==> src/rtl/mul_2nbit_booth.sv <==
// Sequential radix-2 Booth multiplier: signed N x N -> signed 2N product.
// Operands are captured while i_rst is high; one Booth step per clock after
// release, and the product is valid after N steps until the next reset.
//
// state | meaning
// RUN   | iterating; cnt holds the number of completed Booth steps
// DONE  | product valid in {A[N-1:0],Q}; all registers frozen
module mul_2nbit_booth #(
  parameter int DATA_WIDTH = 4
) (
  input  logic                    i_clk,
  input  logic                    i_rst,
  input  logic [DATA_WIDTH-1:0]   i_num_x,
  input  logic [DATA_WIDTH-1:0]   i_num_y,
  output logic                    o_end,
  output logic [2*DATA_WIDTH-1:0] o_res,
  output logic                    o_cry
);

  localparam int N  = DATA_WIDTH;
  localparam int CW = $clog2(N + 1);
  localparam logic [CW-1:0] LAST = CW'(N - 1);

  typedef enum logic {RUN, DONE} state_t;

  state_t        state_q, state_d;
  logic [N-1:0]  x_q;
  logic [N:0]    a_q, a_d;
  logic [N-1:0]  q_q, q_d;
  logic          q1_q, q1_d;
  logic [CW-1:0] cnt_q, cnt_d;
  logic          cry_q, cry_d;

  logic          add_en;
  logic          sub;
  logic [N-1:0]  addend_lo;
  logic          addend_hi;
  logic [N:0]    sum_lo;
  logic [N:0]    a_sum;

  // Add/sub datapath: the low N bits give the reported carry; the extra top
  // bit of A is completed by a single full-adder bit on the sign extension.
  always_comb begin
    add_en    = q_q[0] ^ q1_q;
    sub       = q_q[0];
    addend_lo = sub ? ~x_q : x_q;
    addend_hi = sub ? ~x_q[N-1] : x_q[N-1];
    sum_lo    = {1'b0, a_q[N-1:0]} + {1'b0, addend_lo} + {{N{1'b0}}, sub};
    a_sum     = {a_q[N] ^ addend_hi ^ sum_lo[N], sum_lo[N-1:0]};
  end

  // Next-state: one Booth step plus arithmetic right shift per RUN cycle.
  always_comb begin
    state_d = state_q;
    a_d     = a_q;
    q_d     = q_q;
    q1_d    = q1_q;
    cnt_d   = cnt_q;
    cry_d   = cry_q;
    case (state_q)
      RUN: begin
        if (add_en) begin
          {a_d, q_d, q1_d} = {a_sum[N], a_sum, q_q};
          cry_d            = sum_lo[N];
        end else begin
          {a_d, q_d, q1_d} = {a_q[N], a_q, q_q};
          cry_d            = 1'b0;
        end
        cnt_d = cnt_q + CW'(1);
        if (cnt_q == LAST) begin
          state_d = DONE;
        end
      end
      default: begin
        state_d = DONE;
      end
    endcase
  end

  // Register update; reset doubles as operand load and start.
  always_ff @(posedge i_clk) begin
    if (i_rst) begin
      state_q <= RUN;
      x_q     <= i_num_x;
      a_q     <= '0;
      q_q     <= i_num_y;
      q1_q    <= 1'b0;
      cnt_q   <= '0;
      cry_q   <= 1'b0;
    end else begin
      state_q <= state_d;
      a_q     <= a_d;
      q_q     <= q_d;
      q1_q    <= q1_d;
      cnt_q   <= cnt_d;
      cry_q   <= cry_d;
    end
  end

  // Outputs are visible only once the product is complete.
  always_comb begin
    o_end = (state_q == DONE);
    o_res = o_end ? {a_q[N-1:0], q_q} : '0;
    o_cry = o_end ? cry_q : 1'b0;
  end

endmodule

==> config.mk <==
export PLATFORM = sky130hd
export DESIGN_NAME = mul_2nbit_booth
export DESIGN_NICKNAME = d
export VERILOG_FILES = /design/src/rtl/mul_2nbit_booth.sv
export SDC_FILE = /design/constraint.sdc
export NUM_CORES = 1
export LEC_CHECK = 0
export CAP_MARGIN = 5
export CORE_UTILIZATION = 38
export CTS_CLUSTER_SIZE = 8
export DETAILED_ROUTE_END_ITERATION = 7
export HOLD_SLACK_MARGIN = 0.1
export SYNTH_ARGS = -nofsm -noshare
export SYNTH_HDL_FRONTEND = slang
export SYNTH_SLANG_ARGS = --single-unit
==> constraint.sdc <==
create_clock -name i_clk -period 3.6 [get_ports i_clk]
set_input_delay 0.54 -clock i_clk [delete_from_list [all_inputs] [get_ports i_clk]]
set_output_delay 0.54 -clock i_clk [all_outputs]
set_load 0.01 [all_outputs]
-- After elaboration in Yosys (flattened, before gate mapping)
Index checks and enable logic that the tools add are counted.
W data, S select, Z words.
- add/subtract/negate cells: 3
- multiply operators: 0
- divide/modulo/power cells: 0
- magnitude comparators: 0
- eq/ne operators: 2
- shift-type cells: 0
- muxes and demuxes: 11
- bitwise logic cells: 6
- reduce and logical (&&, ||, !) cells: 1
- operators with widths (kind ; count):
    $mux W4 ; 5
    $mux W8 ; 1
    $add A4 B4 Y5 ; 1
    $add A5 B1 Y5 ; 1
    $mux W1 ; 5
    $not A4 Y4 ; 1
    $add A3 B1 Y3 const B ; 1
    $eq A3 B2 Y1 const B ; 1
    $xor A1 B1 Y1 ; 3
    $ne A2 B2 Y1 const B ; 1
    $not A1 Y1 ; 2
    $reduce_and A2 Y1 ; 1
- register bits after elaboration: 19
- latch bits: 0
- bits in writable memories: 0
- ROM bits: 0
- input bits: 10
- output and inout bits: 10
- logic and storage cells: 31
- memories kept: 0

-- Depth between registers and ports, before layout
- word-level depth: 7
- mapped depth: 7
- gate-level depth less buffers: 6

-- Least setup slack after synthesis
No wires, ideal clock.
- path type: register to register
- from: reg q_q[0]
- to: reg a_q[4]
- setup time: 0.121 ns
- arrival: 1.817 ns
- data required time: 3.479 ns
- path slack: 1.662 ns
- cell stages (with the launch flop): 8
- buffers on the path: 1
- period minus slack after synthesis: 1.938 ns
- cells stage by stage: edfxtp_1 -> buf_6 -> mux2_2 -> fa_1 -> nand3_1 -> a21oi_1 -> o21ai_2 -> mux2_4
- cells in the longest elaborated chain, start to end: 4
- RTL lines (what ; line ; RTL):
    start, declared ; 29 ; logic [N-1:0] q_q, q_d;
    start signal, assigned ; 86 ; q_q <= i_num_y;
    start signal, assigned ; 93 ; q_q <= q_d;
    $mux W4 ; 46 ; addend_lo = sub ? ~x_q : x_q;
    $add A4 B4 Y5 ; 48 ; sum_lo = {1'b0, a_q[N-1:0]} + {1'b0, addend_lo} + {{N{1'b0}}, sub};
    $add A5 B1 Y5 ; 48 ;
    $xor A1 B1 Y1 ; 49 ; a_sum = {a_q[N] ^ addend_hi ^ sum_lo[N], sum_lo[N-1:0]};
    end signal, assigned ; 85 ; a_q <= '0;
    end signal, assigned ; 92 ; a_q <= a_d;
    end, declared ; 28 ; logic [N:0] a_q, a_d;
Several ways; a longest one is shown, not always the timed one.
A chain may end at the register's enable or synchronous reset.

-- Final worst setup path
- from: reg state_q, in the netlist o_end
- to: out o_res[7]
- cells in the longest elaborated chain, start to end: 1
- RTL lines (what ; line ; RTL):
    start, declared ; 26 ; state_t state_q, state_d;
    start signal, assigned ; 91 ; state_q <= state_d;
    $mux W8 ; 103 ; o_res = o_end ? {a_q[N-1:0], q_q} : '0;
    end, declared ; 16 ; output logic [2*DATA_WIDTH-1:0] o_res,
No other way between the ends.

==> impl_metrics.yaml <==
outcome:
  outcome: "complete, no violations"
worst_setup_path:
  cp-start-kind: "register"
  arrival_ns: 1.94
  critPathRequiredTime_ns: 3.06
  timing.rr.end: "a_q[4]"
  path_class: "register to output pin"
  r2r-start: "q_q[0]"
  reg2reg_slack_ns: 1.40
  worstSetupEndpointType: "output pin"
  rr_worst_depth: 6
  path_max_fanout: 23
synthesis:
  syn-cell-area_um2: 1060
  synth_area_leader_cell: "edfxtp_1"
  synth_async_sr_flop_share: 0
  synth_nets: 111
  synth_ff_type: "dfxtp_1"
  ys_seq_elements: 19
  ys_seq_area_frac: 0.436
  postSynthCellCount: 95
  synthDistinctLibCells: 33
  synth_area_leaders: "edfxtp_1, dfxtp_1, ha_1"
  syn_avg_cell_area_um2: 11.1
  ys_warn_count: 0
  synth-edff-count: 8
  yosysTopAreaCellShare: 0.227
clock_network:
  cts.sinks: 19
  ctsHoldBuffers: 0
  post-cts-setup-buffers: 0
  cts_root_buf: "clkbuf_4"
  cts_buffers: 3
  clk_latency_ns: 0.30
  clk_pin_slew_ns: 0.11
  post_cts_resized: 0
  cts_max_level: 1
  clockBufferDepth: 2
  cts_tree: "yes"
timing:
  slew_violations: 0
  min_period_over_period: 0.688
  setup_tns_ns: 0
  fin_skew_ns: 0.00428
  relSlewSlack: 0.487
  setup_viol: 0
  rsz0062_at_grt: "false"
  min_period_ns: 2.48
  finalHoldViolCount: 0
  tightestPinTransition_ns: 0.768
  fmax_ghz: 0.404
cells_and_area:
  syn_to_final_growth_pct: 22.2
  final_common_cell: "clkdlybuf4s50_1"
  layout_common_cells: "clkdlybuf4s50_1, nor2_1, dfxtp_1, and2_1, edfxtp_1"
  nNetsFinal: 131
  drive_gt1_frac: 0.132
  final_cells: 144
  n_antenna_cell: 0
  utilization: 0.507
route:
  firstDrtPassIters: 4
  drtIter0Drc: 6
  viasPerCell: 5.01
  wl_per_cell_um: 13.0
  routed_wl_um: 1880
  final_antenna_net_count: 0
  drc_errors: 0
  via_count: 721
floorplanning:
  die_h_um: 54.7
  coreArea_um2: 2540
  die_w_um: 54.7
  die-area_um2: 2990
  io_pins: 20
  start_util: 0.415
  rows: 18
grt:
  grt_pass1_vias: 682
  grt_usage: 0.157
  antenna_found_initial: 0
  grt_pass1_wl_um: 3220
  grt_overflow: 0
  grt_max_degree: 24
place:
  place_inst: 140
  dp_hpwl_um: 1410
  port-buffer-count: 19
  gp_congestion: 0.809
power:
  ir_worst_vdd_mv: 0.304
  total_power_uw: 734
  p_leak_nw: 0.524
  powerDensity_nw_per_um2: 569
hold_path:
  min_path_type: "register to register"
  hold_depth: 2
  worstHoldEndpoint: "cry_q"
  hp-start: "cry_q"
job:
  maxCapViolations: 0
[through the flow]
stage	hold WS, ns	setup WS, ns	cell area (µm²)
CTS	0.515	1.10	1290
floorplan	0.448	1.66	1060
detailed placement	0.486	1.39	1260
global route	0.565	0.968	1290
finish	0.515	1.12	1290
global placement	0.474	1.44	1260
[where the power goes]
part           switching, mW  internal, mW  total [mW]
clock network         0.0665        0.0432       0.110
logic                  0.126         0.169       0.296
registers             0.0519         0.277       0.329
total                  0.245         0.489       0.734
[logic make-up (layout without fill, tap and decap cells)]
family	count (synthesis)	after routing	share of synthesized area
buffers and inverters	7	26	0.0332
and+or+nand+nor	31	31	0.149
xor gates and xnor gates	9	9	0.124
AOI/OAI and AO/OA	15	15	0.0936
DFF	19	19	0.436
adders and majority gates	6	6	0.0782
muxes	8	8	0.0853
[area by class of cell]
cell class / count / area, µm²
Sequential cell: 19 / 460
Tap cell: 30 / 37.5
Timing Repair Buffer: 20 / 198
Multi-Input combinational cell: 69 / 561
Clock buffer: 4 / 26.3
Fill cell: 247 / 1250
Inverter: 2 / 7.51
[state kept, by name, summed over array words and instances, names as in the netlist]
name,count
a_q,5
q_q,4
x_q,4
cnt_q,3
cry_q,1
o_end,1
q1_q,1
[critical path, cell delays in order (launching register included)]
cell and delay (ns):
dfxtp_1 0.84, and2_1 0.26, clkdlybuf4s50_1 0.54
[metal layers]
metal / up-vias / wire, µm / global-route usage
met2: 17 / 892 / 0.231
met3: 5 / 62 / 0.0333
met4: 0 / 36 / 0.0769
met1: 334 / 888 / 0.214
met5: - / 0 / 0
li1: 365 / - / -
[synth_stat cells (all sizes together) (2+ instances only)]
cell type and number:
nand2b 3, dfxtp 11, nor2 12, nand2 3
xor2 7, and2 9, edfxtp 8, ha 5
buf 2, mux2i 3, a21oi 6, mux2 5
clkbuf 3, inv 2, o21ai 2, o22ai 2
[how the worst max path moves through the flow]
stage                       from       end  slack, ns  cells past startpoint
after floorplan           q_q[0]    a_q[4]       1.66                      7
after global placement     i_rst    q_q[0]       1.44                      3
after detailed placement  q_q[0]    a_q[4]       1.39                      6
after CTS                  o_end  o_res[7]       1.10                      2
after global routing       o_end  o_res[7]       0.97                      2
final                      o_end  o_res[7]       1.12                      2
Note: power is estimated with default switching activity, not from simulation.
